--- src/rtl/uart_rx_param.sv ---
// rtl/uart_rx_param.sv - oversampling UART receiver with configurable framing
module uart_rx_param #(
  parameter int CLK_HZ     = 12_000_000,
  parameter int BAUD       = 9600,
  parameter int OVERSAMPLE = 16,
  parameter int DATA_BITS  = 8,
  parameter int PARITY     = 0,
  parameter int STOP_BITS  = 1
) (
  input  logic                 clk,
  input  logic                 rst_n,
  input  logic                 rx,
  output logic [DATA_BITS-1:0] rx_data,
  output logic                 rx_valid,
  input  logic                 rx_ready,
  output logic                 frame_err,
  output logic                 parity_err,
  output logic                 overrun,
  output logic                 brk,
  output logic                 busy
);
  localparam int DIV = CLK_HZ / (BAUD * OVERSAMPLE);
  localparam int DW  = (DIV > 1) ? $clog2(DIV) : 1;
  localparam int TW  = $clog2(OVERSAMPLE);

  localparam logic [DW-1:0] DIV_LAST  = DW'(DIV - 1);
  localparam logic [TW-1:0] T_S0      = TW'(OVERSAMPLE / 2 - 1);
  localparam logic [TW-1:0] T_S1      = TW'(OVERSAMPLE / 2);
  localparam logic [TW-1:0] T_S2      = TW'(OVERSAMPLE / 2 + 1);
  localparam logic [TW-1:0] T_LAST    = TW'(OVERSAMPLE - 1);
  localparam logic [3:0]    DBITS     = 4'(DATA_BITS);
  localparam logic          STOP_LAST = (STOP_BITS == 2);

  localparam logic [2:0] S_IDLE   = 3'd0;
  localparam logic [2:0] S_START  = 3'd1;
  localparam logic [2:0] S_DATA   = 3'd2;
  localparam logic [2:0] S_PARITY = 3'd3;
  localparam logic [2:0] S_STOP   = 3'd4;
  localparam logic [2:0] S_WAIT   = 3'd5;

  logic [2:0]           state;
  logic                 rx_meta, rx_sync, rx_prev;
  logic [DW-1:0]        div_cnt;
  logic [TW-1:0]        tick_cnt;
  logic                 samp0, samp1;
  logic [3:0]           bit_cnt;
  logic [DATA_BITS-1:0] data_sr;
  logic                 par_bit, stop_cnt, stop0, ferr;

  logic tick, commit, bit_end, voted, fall, done;
  logic first_stop, par_sum, is_brk, frame_err_w, parity_err_w;

  // Synchronizer and edge history preset high so reset release never looks like a start edge.
  always_ff @(posedge clk or negedge rst_n) begin
    if (!rst_n) begin
      rx_meta <= 1'b1;
      rx_sync <= 1'b1;
      rx_prev <= 1'b1;
    end else begin
      rx_meta <= rx;
      rx_sync <= rx_meta;
      rx_prev <= rx_sync;
    end
  end

  always_comb begin
    tick         = (state != S_IDLE) && (div_cnt == DIV_LAST);
    commit       = tick && (tick_cnt == T_S2);
    bit_end      = tick && (tick_cnt == T_LAST);
    voted        = (samp0 & samp1) | (samp0 & rx_sync) | (samp1 & rx_sync);
    fall         = rx_prev & ~rx_sync;
    done         = commit && (state == S_STOP) && (stop_cnt == STOP_LAST);
    first_stop   = STOP_LAST ? stop0 : voted;
    par_sum      = (^data_sr) ^ par_bit;
    is_brk       = (data_sr == '0) && ((PARITY == 0) || !par_bit) && !first_stop;
    frame_err_w  = ferr | ~voted;
    parity_err_w = 1'b0;
    if (PARITY == 1)
      parity_err_w = ~par_sum;
    else if (PARITY == 2)
      parity_err_w = par_sum;
  end

  always_ff @(posedge clk or negedge rst_n) begin
    if (!rst_n) begin
      state    <= S_IDLE;
      div_cnt  <= '0;
      tick_cnt <= '0;
      samp0    <= 1'b1;
      samp1    <= 1'b1;
      bit_cnt  <= '0;
      data_sr  <= '0;
      par_bit  <= 1'b0;
      stop_cnt <= 1'b0;
      stop0    <= 1'b1;
      ferr     <= 1'b0;
    end else begin
      // In WAIT_IDLE the counters measure a continuous high period, so any low restarts them.
      if (state == S_IDLE || (state == S_WAIT && !rx_sync)) begin
        div_cnt  <= '0;
        tick_cnt <= '0;
      end else if (tick) begin
        div_cnt  <= '0;
        tick_cnt <= (tick_cnt == T_LAST) ? '0 : tick_cnt + 1'b1;
      end else begin
        div_cnt <= div_cnt + 1'b1;
      end

      if (tick && tick_cnt == T_S0) samp0 <= rx_sync;
      if (tick && tick_cnt == T_S1) samp1 <= rx_sync;

      case (state)
        S_IDLE: begin
          if (fall) begin
            state    <= S_START;
            bit_cnt  <= '0;
            stop_cnt <= 1'b0;
            ferr     <= 1'b0;
          end
        end
        S_START: begin
          if (commit && voted)
            state <= S_IDLE;
          else if (bit_end)
            state <= S_DATA;
        end
        S_DATA: begin
          if (commit) begin
            data_sr <= {voted, data_sr[DATA_BITS-1:1]};
            bit_cnt <= bit_cnt + 1'b1;
          end
          if (bit_end && bit_cnt == DBITS)
            state <= (PARITY != 0) ? S_PARITY : S_STOP;
        end
        S_PARITY: begin
          if (commit) par_bit <= voted;
          if (bit_end) state <= S_STOP;
        end
        S_STOP: begin
          if (commit) begin
            if (stop_cnt == STOP_LAST) begin
              if (is_brk || !voted) begin
                state    <= S_WAIT;
                div_cnt  <= '0;
                tick_cnt <= '0;
              end else begin
                state <= S_IDLE;
              end
            end else begin
              stop0 <= voted;
              ferr  <= ~voted;
            end
          end else if (bit_end) begin
            stop_cnt <= 1'b1;
          end
        end
        S_WAIT: begin
          if (bit_end) state <= S_IDLE;
        end
        default: state <= S_IDLE;
      endcase
    end
  end

  // Delivery: a completed word either loads the output register or is counted as an overrun.
  always_ff @(posedge clk or negedge rst_n) begin
    if (!rst_n) begin
      rx_data    <= '0;
      rx_valid   <= 1'b0;
      frame_err  <= 1'b0;
      parity_err <= 1'b0;
      overrun    <= 1'b0;
      brk        <= 1'b0;
    end else begin
      overrun <= 1'b0;
      brk     <= 1'b0;
      if (rx_valid && rx_ready)
        rx_valid <= 1'b0;
      if (done) begin
        if (is_brk) begin
          brk <= 1'b1;
        end else if (!rx_valid || rx_ready) begin
          rx_data    <= data_sr;
          frame_err  <= frame_err_w;
          parity_err <= parity_err_w;
          rx_valid   <= 1'b1;
        end else begin
          overrun <= 1'b1;
        end
      end
    end
  end

  assign busy = (state != S_IDLE);

endmodule

--- config.mk ---
export PLATFORM = sky130hd
export DESIGN_NAME = uart_rx_param
export DESIGN_NICKNAME = d
export VERILOG_FILES = /design/src/rtl/uart_rx_param.sv
export SDC_FILE = /design/constraint.sdc
export NUM_CORES = 1
export LEC_CHECK = 0
export ABC_AREA = 1
export BUFFER_PORTS_ARGS = -buffer_cell sky130_fd_sc_hd__buf_2
export CAP_MARGIN = 10
export CELL_PAD_IN_SITES_DETAIL_PLACEMENT = 1
export CELL_PAD_IN_SITES_GLOBAL_PLACEMENT = 1
export CORE_MARGIN = 1.5
export CORE_UTILIZATION = 45
export CTS_CLUSTER_SIZE = 28
export DETAILED_ROUTE_END_ITERATION = 12
export HOLD_SLACK_MARGIN = 0.08
export MAX_ROUTING_LAYER = met4
export PLACE_DENSITY_LB_ADDON = 0.1
export SLEW_MARGIN = 20
export SYNTH_ARGS = -nofsm -noshare
export SYNTH_HDL_FRONTEND = slang
export SYNTH_SLANG_ARGS = --single-unit
--- constraint.sdc ---
create_clock -name clk -period 3 [get_ports clk]
set_input_delay 0.3 -clock clk [delete_from_list [all_inputs] [get_ports clk]]
set_output_delay 0.3 -clock clk [all_outputs]
set_load 0.005 [all_outputs]
==> summary.md, run 1 <==
| Metric | Value |
|---|---|
| Status | completed |
| # IOs | 18 |
| Unrepaired setup endpoints after global routing | false |
| Tmin final | about 1900 ps |
| FP Rows | 25 |
| R2R depth | 7 |
| Worst Tran Pin Value | roughly 790 ps |
| Syn Std Cell Area | 0.00223 mm2 |
| Diode count | 0 |
| Initial DRC Count | 74 |
| H-tree depth | 2 |
| Worst r2r src | tick_cnt[1]$_DFF_PN0_ |
| Sequential area share after synthesis | 50.7% |
| Post-synthesis mux area share | less than 1% |
| Final HPWL DP | approximately 3.4 mm |
| Clk buf depth | 2 |
| Worst Hold Depth | 1 |
| Yosys reg bits | 45 |
| Full die area | approximately 0.0054 mm2 |
| Fin util | approximately 52% |
| CTS tree | done |
| PD cells | approximately 600 mW/mm2 |
| Crit end category | flop |
| Post-Synth Simple-Gate Area | 26.7% |
| WL/cell | about 14 um |
| Synth Area in Adders | under 10% |
| Vias in the first global route | 1832 |
| CP max-delay cell | nor4_1 |
| Max Slew Vio Count | 0 |
| MaxCap Viol Count | 0 |
| Post-synthesis cell type count | 32 |
| Final GP Congestion | around 0.8 |
| Total gr overflow | 0 |
| Pin count of the biggest net entering global routing | 46 |
| Setup TNS | 0 ps |
| Compound-cell area share of the yosys netlist | under 10% |
| CP peak stage delay | 620 ps |
| Reg-to-reg slack, setup | 1050 ps |
| Total CTS buffers | 5 |
| DRT antenna net count | 0 |
| Final Skew | 8.59 ps |
| Die X | approximately 73 um |
| Fin Hold WS | around 100 ps |
| Worst-Skew Late Latency | ~300 ps |
| Setup Buffers After CTS | 0 |
| Synth Area per Inst | approximately 8.7 um2 |
| CTS sink count | 45 |
| Initial antenna violation count | 0 |
| Drt pass-1 iters | 4 |
| Cell taking the most area after synthesis | dfrtp_1 |
| DRC errors left | 0 |
| Crit start category | flop |
| Layout filler cell count | between 500 and 600 |
| Area growth, synth to finish | 10.8% |
| Final Hold Viols | 0 |
| Area contributors post-synth | dfrtp_1 45%, nand2_1 10%, dfstp_2 5.9% |
| Vias | 1720 |
| Worst VDD drop | 0.453 mV |
| Placed Cells | ~340 |
| Period utilization | between 60% and 70% |
| Core Area | about 0.0048 mm2 |
| Synth async-reset ratio | 100% |
| Synth Instances | 256 |
| Critical Path Fanout Max | 5 |
| Port Buffers | 16 |
| Vias/cell | roughly 5.0 |
| Overall Global Routing Usage | about a fifth |
| Synth top area share | between 40% and 50% |
| Syn_nets | approximately 270 |
| Routed WL | 4.72 mm |
| Top-count cell post-synth | nand2_1 |
| Min-Delay Endpoint | rx_meta$_DFF_PN1_ |
| Top cells by count, synth | 60 x nand2_1, 40 x dfrtp_1, 33 x inv_1 |
| Most used DFF post-synth | dfrtp_1 |
| EDFF count, synth | 0 |
| Leakage | about 1.2 nW |
| Die Span Y | approximately 73 um |
| Root Driver | clkbuf_8 |
| Worst path arrival time | between 2000 and 2500 ps |
| Synth Area in XOR/XNOR | slightly below 2% |
| Finished Layout Cells | around 350 |
| Synth warn | 0 |
| First-pass GRT wire length | around 8.5 mm |
| Crit Path Class | flop to flop |
| Clock slew seen by the registers of the worst setup and hold paths | ~90 ps |
| Fraction of layout cells with a size suffix above 1 | around a fifth |
| FMAX | 513 MHz |
| Required @ worst endpoint | approximately 3200 ps |
| Final Setup Violations | 0 |
| R2R Path End | tick_cnt[2]$_DFF_PN0_ |
| Slew headroom | 46.6% |
| Worst Hold Class | input port to flop |
| Initial core utilization | between 40 and 50% |
| Crit path top cell by count | inv_1 |
| CP Cell Sequence | inv_1 > ha_1 > inv_1 > nor2_1 > nand3_4 > nor4_1 > nor3_1 |
| Hold Path Origin | rx |
| Final #Nets | roughly 290 |
| Largest family of logic cells by synthesized area | simple AND/OR/NAND/NOR gates |
worst max-delay path by stage:
stage | cells past startpoint | to | startpoint | slack, ps
after floorplan | 10 | rx_data[7]$_DFFE_PN0P_ | tick_cnt[1]$_DFF_PN0_ | 1360
after global placement | 11 | state[1]$_DFFE_PN0P_ | div_cnt[1]$_DFF_PN0_ | 1090
after detailed placement | 11 | state[1]$_DFFE_PN0P_ | div_cnt[1]$_DFF_PN0_ | 1060
after CTS | 11 | state[1]$_DFFE_PN0P_ | div_cnt[1]$_DFF_PN0_ | 1040
after global routing | 11 | state[1]$_DFFE_PN0P_ | div_cnt[1]$_DFF_PN0_ | 860
final | 7 | tick_cnt[2]$_DFF_PN0_ | tick_cnt[1]$_DFF_PN0_ | 1050
worst max-delay path, delay by kind of cell (launching register included):
family,cells,cell delay [ps]
adders and majority gates,1,150
buffers and inverters,2,150
DFF,1,400
and+or+nand+nor,4,1110
metal layers:
layer | track usage [%] | wire (um) | vias up
met5 | - | 0 | -
met4 | 7.20 | 74 | 0
met3 | 3.70 | 117 | 8
met2 | 32.7 | 2250 | 19
met1 | 28.5 | 2280 | 833
li1 | - | - | 860
final cells by class:
| class | instances | area [um2] | share of cell area (%) |
|---|---|---|---|
| sequential | 45 | 1130 | 45.8 |
| multi-input combinational | 171 | 941 | 38.0 |
| inverter | 37 | 139 | 5.61 |
| timing repair buffer | 17 | 92.6 | 3.74 |
| tap | 67 | 83.8 | 3.39 |
| clock buffer | 5 | 68.8 | 2.78 |
| clock inverter | 3 | 17.5 | 0.708 |
report_power, final:
| group | internal [mW] | leakage, nW | total, mW | switching, mW |
|---|---|---|---|---|
| sequential | 0.667 | 0.591 | 0.731 | 0.0646 |
| clock | 0.161 | 0.0439 | 0.373 | 0.211 |
| combinational | 0.120 | 0.574 | 0.378 | 0.257 |
| total | 0.948 | 1.21 | 1.48 | 0.533 |
per-stage QoR:
| step | instance area (um2) | setup WS [ps] | power (mW) |
|---|---|---|---|
| after floorplan | 2230 | 1360 | 1.02 |
| after global placement | 2380 | 1090 | 1.11 |
| after detailed placement | 2380 | 1060 | 1.12 |
| after CTS | 2460 | 1040 | 1.49 |
| after global routing | 2470 | 857 | 1.60 |
| final | 2470 | 1050 | 1.48 |
sequential cells by signal, indices dropped and copies added (netlist names), 3 cells and up:
name,cells
bit_cnt,4
data_sr,8
div_cnt,7
rx_data,8
state,3
tick_cnt,4
cells in the final DEF, fill, tap and decap left out, types with 2 or more instances in the layout:
master     n
a21oi_1    5
buf_2     15
clkbuf_8   5
clkinv_2   2
dfrtp_1   40
dfstp_2    5
ha_1       7
inv_1     33
inv_2      4
nand2_1   60
nand2_2    4
nand3_1   15
nand3_4    2
nand3b_1   2
nand4_1    5
nor2_1    20
nor3_1     6
nor4_1     4
o21ai_0   18
o21ai_2    8
xnor2_1    2
xor2_1     3
cells by family after synthesis:
logic type / after synthesis
buffers and inverters: 40
DFF: 45
muxes: 1
other: 1
adders and majority gates: 7
and+or+nand+nor: 124
AOI/OAI and AO/OA: 33
xor gates and xnor gates: 5
timing repair:
item	4_1_cts	5_1_grt
hold buffers	0	1
resized for setup	0	0
endpoints found under the hold margin	0	40
Power figures use the tool's default switching activity.
==> inputs of run 2 (changes only) <==
- ABC_AREA: 1 -> 0
- clock period: 3 -> 1.9 ns (I/O delays scaled with it)
==> summary.md, run 2 <==
| Metric | Value |
|---|---|
| Required @ worst endpoint | 2080 ps |
| Area contributors post-synth | dfrtp_1 45%, mux2_1 9.1%, dfstp_2 5.9% |
| Critical Path Fanout Max | 3 |
| Initial DRC Count | 43 |
| Most used DFF post-synth | dfrtp_1 |
| Max Slew Vio Count | 0 |
| Routed WL | between 5 and 6 mm |
| Routing usage on met3 | approximately 4.7% |
| CTS tree | done |
| Area growth, synth to finish | 26.1% |
| Synth Instances | around 200 |
| Worst-Skew Late Latency | 300 ps |
| Most frequent cells in the layout | 40 x dfrtp_1, 33 x buf_4, 18 x mux2_1 |
| Diode count | 0 |
| Vias in the first global route | 1875 |
| Clk buf depth | 2 |
| WL/cell | 16.4 um |
| Overall Global Routing Usage | between 20 and 25% |
| Final HPWL DP | between 3 and 4 mm |
| Placed Cells | 300 |
| Period utilization | 101% |
| Final Hold Viols | 0 |
| Vias | 1688 |
| Finished Layout Cells | about 320 |
| Worst VDD drop | 0.641 mV |
| Top Usage Layer GRT | met2 |
| FP Rows | 25 |
| Unrepaired setup endpoints after global routing | true |
| FMAX | 521 MHz |
| Crit Path Class | flop to flop |
| Top cells by count, synth | 40 x dfrtp_1, 18 x mux2_1, 17 x nor2_1 |
| Final Skew | 11.7 ps |
| Total gr overflow | 0 |
| Fin util | slightly below 60% |
| Syn Std Cell Area | about 0.0022 mm2 |
| Worst path arrival time | between 2000 and 2500 ps |
| PnR Total Power | 2.67 mW |
| Port Buffers | 16 |
| Total CTS buffers | 5 |
| Die Span Y | around 73 um |
| Synth warn | 0 |
| Final GP Congestion | 0.880 |
| Setup TNS | -20.5 ps |
| # IOs | 18 |
| Post-synthesis cell type count | 46 |
| Largest registers | data_sr (8), rx_data (8), div_cnt (7) |
| Most common cell after layout, fill and taps aside | dfrtp_1 |
| Die X | between 70 and 80 um |
| Tmin final | about 1900 ps |
| Status | finished, violations left |
| Top-count cell post-synth | dfrtp_1 |
| Synth Area per Inst | 11.4 um2 |
| Syn_nets | 206 |
| Initial core utilization | ~47% |
| Full die area | ~0.0054 mm2 |
| Worst Hold Depth | 3 |
| Met1 usage in global routing | 27.8% |
| Synth async-reset ratio | 100% |
| Crit end category | flop |
| Crit start category | flop |
| R2R depth | 7 |
| PD cells | about 950 mW/mm2 |
| H-tree depth | 2 |
| Yosys reg bits | 45 |
| Clock slew seen by the registers of the worst setup and hold paths | roughly 90 ps |
| MaxCap Viol Count | 0 |
| Synth top area share | 45.1% |
| First-pass GRT wire length | 8.92 mm |
| Root Driver | clkbuf_8 |
| Worst Hold Class | input port to flop |
| Layout filler cell count | approximately 510 |
| Sequential area share after synthesis | 51.0% |
| Final WS setup | -19.3 ps |
| Final Setup Violations | 2 |
| Drt pass-1 iters | 4 |
| DRC errors left | 0 |
| Vias/cell | 5.36 |
| Initial antenna violation count | 0 |
| DRT antenna net count | 0 |
| Core Area | around 0.0047 mm2 |
| Met2 usage | 37.8% |
| Pin count of the biggest net entering global routing | 19 |
| Failing checks | negative setup slack |
| EDFF count, synth | 0 |
| Final #Nets | between 200 and 300 |
| Cell taking the most area after synthesis | dfrtp_1 |
| Leakage | roughly 1.4 nW |
| Fraction of layout cells with a size suffix above 1 | between 30% and 40% |
| CTS sink count | 45 |
## run 2: cell types whose count changed after synthesis, moves of 4 or more
cell,previous run,this run
o21ai_2,8,0
inv_1,33,10
nand2_1,60,12
o21ai_0,18,8
nand2b_1,0,4
nand3_1,15,2
inv_2,4,0
buf_2,0,4
mux2_1,0,18
nand2_2,4,0
## run 2: worst max-delay path: stages, from the launching register on
cell,delay [ps]
dfrtp_1,400
inv_1,80
ha_1,160
nand3b_1,170
nor4b_4,280
a2111oi_2,100
nor4_2,270
mux2_1,350
## run 2: where the power goes
part	total [mW]	internal (mW)	switching (mW)
sequential	1.11	1.04	0.0670
clock	0.727	0.397	0.330
combinational	0.829	0.350	0.479
## run 2: cell families (layout without fill, tap and decap cells)
kind of cell	after synthesis	after routing	share of synthesized area (%)
AO/OA/AOI/OAI	23	23	6.70
XOR/XNOR	9	9	3.55
adder cells (fa/ha/maj)	8	8	4.45
buffers and inverters	17	70	3.61
flip-flops	45	45	51.0
multiplexers	22	22	11.1
other	1	1	0.169
AND/OR/NAND/NOR	70	70	19.4
## run 2: repair_timing
| item | CTS | global route |
|---|---|---|
| resized for setup | 4 | 9 |
| endpoints found under the setup margin | 11 | 17 |
| hold buffers | 2 | 0 |
| pin swaps | 2 | 3 |
| hold endpoints to repair | 17 | 0 |
| buffers inserted | 3 | 2 |
## run 2: path summary, 6_finish.rpt
kind	endpoint	startpoint	slack, ps
setup / recovery	state[2]$_DFFE_PN0P_	tick_cnt[1]$_DFF_PN0_	-20
hold / removal	overrun$_DFF_PN0_	rx_ready	170
setup reg to reg	state[2]$_DFFE_PN0P_	tick_cnt[1]$_DFF_PN0_	-20
hold reg to reg	rx_sync$_DFF_PN1_	rx_meta$_DFF_PN1_	360
max in group asynchronous	rx_prev$_DFF_PN1_	rst_n	930
min in group asynchronous	rx_valid$_DFF_PN0_	rst_n	350
## run 2: layer usage
metal  vias up  part of all wire [%]  wire length, um
met5         -                     0                0
met1       863                    45             2310
li1        790                     -                -
met4         0                   1.3               68
met3         8                   2.6              135
met2        27                    51             2660
## run 2: layout make-up
cell class | count | area [um2] | area share (%)
clock buffers | 6 | 72.6 | 2.59
clock inverters | 2 | 38.8 | 1.38
inverters | 10 | 37.5 | 1.34
multi-input cells | 133 | 1070 | 38.1
flip-flops and latches | 45 | 1130 | 40.4
well taps | 67 | 83.8 | 2.99
repair buffers | 52 | 368 | 13.1
## run 2: through the flow
stage / area, um2 / setup slack [ps] / hold WS, ps
2_1_floorplan: 2220 / 58.8 / -106
3_3_place_gp: 2570 / -48.7 / 133
3_5_place_dp: 2570 / -222 / 146
4_1_cts: 2740 / -89.2 / 164
5_1_grt: 2800 / -131 / 172
6_report: 2800 / -19.3 / 169
==> inputs of run 3 (changes only) <==
- ABC_AREA: 0 -> 1
- REMOVE_ABC_BUFFERS: not set -> 1
==> summary.md, run 3 (synthesized netlist as in run 1, its figures left out) <==
| Metric | Value |
|---|---|
| First-pass GRT wire length | ~8.7 mm |
| Total gr overflow | 0 |
| Worst Tran Pin Value | between 500 and 600 ps |
| Crit end category | flop |
| PD cells | between 900 and 1000 mW/mm2 |
| Area growth, synth to finish | 19.1% |
| Worst VDD drop | around 0.48 mV |
| Pin count of the biggest net entering global routing | 25 |
| Status | completed |
| Die X | ~73 um |
| Most frequent cells in the layout | 58 x nand2_1, 39 x dfrtp_1, 32 x inv_1 |
| Initial antenna violation count | 0 |
| Finished Layout Cells | between 300 and 400 |
| Fraction of layout cells with a size suffix above 1 | 24.9% |
| Final WS setup | 25.2 ps |
| Critical Path Fanout Max | 8 |
| # IOs | 18 |
| Final Skew | ~14 ps |
| CTS sink count | 45 |
| Core Area | about 0.0048 mm2 |
| Die Span Y | approximately 73 um |
| Final Hold Viols | 0 |
| Max Slew Vio Count | 0 |
| Setup TNS | 0 ps |
| Crit path top cell by count | nand3_4 |
| Worst path arrival time | 2110 ps |
| Final GP Congestion | 0.849 |
| Fin Hold WS | 358 ps |
| Worst Hold Depth | 0 |
| Port Buffers | 16 |
| Tmin final | 1870 ps |
| CTS tree | done |
| FP Rows | 25 |
| Worst Setup Slack post-DPL | -6.11 ps |
| Required @ worst endpoint | about 2100 ps |
| Leakage | around 1.3 nW |
| Most common cell after layout, fill and taps aside | nand2_1 |
| DRT antenna net count | 0 |
| Vias | around 1.8k |
| DRC errors left | 0 |
| Placed inst area | 0.00245 mm2 |
| CP max-delay cell | dfrtp_1 |
| Unrepaired setup endpoints after global routing | true |
| Placed Cells | roughly 340 |
| H-tree depth | 2 |
| FMAX | about 530 MHz |
| Diode count | 0 |
| Full die area | 0.00540 mm2 |
| Worst-Skew Late Latency | around 310 ps |
| Vias in the first global route | around 1.9k |
| Final #Nets | roughly 300 |
| Overall Global Routing Usage | 21.6% |
| Crit Path Class | flop to flop |
| MaxCap Viol Count | 0 |
| Period utilization | about 99% |
| Root Driver | clkbuf_8 |
| Total CTS buffers | 5 |
| R2R depth | 9 |
| Crit start category | flop |
| Clock slew seen by the registers of the worst setup and hold paths | roughly 100 ps |
| Initial core utilization | roughly 47% |
| Routed WL | between 5 and 6 mm |
| WL/cell | 14.1 um |
| CP Cell Sequence | inv_1 > ha_1 > nand3_2 > nor2_4 > nand3_4 > nor3_4 > buf_12 > nand3_4 > o21ai_2 |
| Vias/cell | just under 5 |
| Initial DRC Count | between 70 and 80 |
| CP peak stage delay | ~400 ps |
| PnR Total Power | about 2.4 mW |
| Final HPWL DP | approximately 3.7 mm |
| Largest registers | data_sr (8), rx_data (8), div_cnt (7) |
| Worst Hold Class | flop to flop |
| Layout filler cell count | between 500 and 600 |
| Clk buf depth | 2 |
| Fin util | 56.0% |
| Drt pass-1 iters | 4 |
| Slew headroom | between 60% and 70% |
| Post-route cell area | 0.00266 mm2 |
| Final Setup Violations | 0 |
==> run 3: cell types whose count changed in the layout (fill, tap and decap cells not counted), sizes merged, moves of 5 or more <==
cell	delta
nor2	+5
nand2	+53
mux2	-20
nand3	+16
o21ai	+18
buf	-22
nand2b	-5
inv	+27
==> run 3: path summary, 6_finish.rpt <==
path / start / to / slack (ps)
worst min-delay path: rx_meta$_DFF_PN1_ / rx_sync$_DFF_PN1_ / 360
worst max-delay path: div_cnt[1]$_DFF_PN0_ / rx_data[7]$_DFFE_PN0P_ / 30
max in group asynchronous: rst_n / samp1$_DFFE_PN1P_ / 880
worst max register to register: div_cnt[1]$_DFF_PN0_ / rx_data[7]$_DFFE_PN0P_ / 30
min in group asynchronous: rst_n / rx_data[1]$_DFFE_PN0P_ / 400
worst min register to register: rx_meta$_DFF_PN1_ / rx_sync$_DFF_PN1_ / 360
==> run 3: final cells by class <==
cell class | count | area (um2) | share of cell area (%)
Sequential cell | 45 | 1130 | 42.6
Multi-Input combinational cell | 173 | 996 | 37.4
Timing Repair Buffer | 30 | 215 | 8.09
Inverter | 37 | 139 | 5.22
Tap cell | 67 | 83.8 | 3.15
Clock buffer | 5 | 68.8 | 2.59
Clock inverter | 3 | 25.0 | 0.940
==> run 3: per-layer routing <==
metal | global-route usage [%] | vias up | part of all wire (%)
met5 | - | - | 0
met4 | 7.61 | 0 | 1.7
met3 | 4.25 | 9 | 2.2
met2 | 35.3 | 18 | 48
met1 | 26.6 | 870 | 48
li1 | - | 892 | -
==> run 3: worst max-delay path, delay by kind of cell (launching register included) <==
| family | cells | cell delay [ps] |
|---|---|---|
| AND/OR/NAND/NOR | 5 | 820 |
| buffers and inverters | 2 | 230 |
| AO/OA/AOI/OAI | 1 | 180 |
| adder cells (fa/ha/maj) | 1 | 150 |
| flip-flops | 1 | 400 |
==> run 3: where the power goes <==
part / switching (mW) / leakage [nW] / total [mW] / internal, mW
sequential: 0.109 / 0.589 / 1.16 / 1.05
clock: 0.358 / 0.0447 / 0.624 / 0.266
combinational: 0.435 / 0.645 / 0.660 / 0.225
==> run 3: what timing repair did <==
| item | 4_1_cts | 5_1_grt |
|---|---|---|
| pin swaps | 1 | 5 |
| setup endpoints to repair | 5 | 13 |
| gates resized for setup | 1 | 9 |
| hold endpoints to repair | 23 | 0 |
| cloned | 1 | 1 |
| setup buffers | 0 | 4 |
| hold buffers | 2 | 0 |
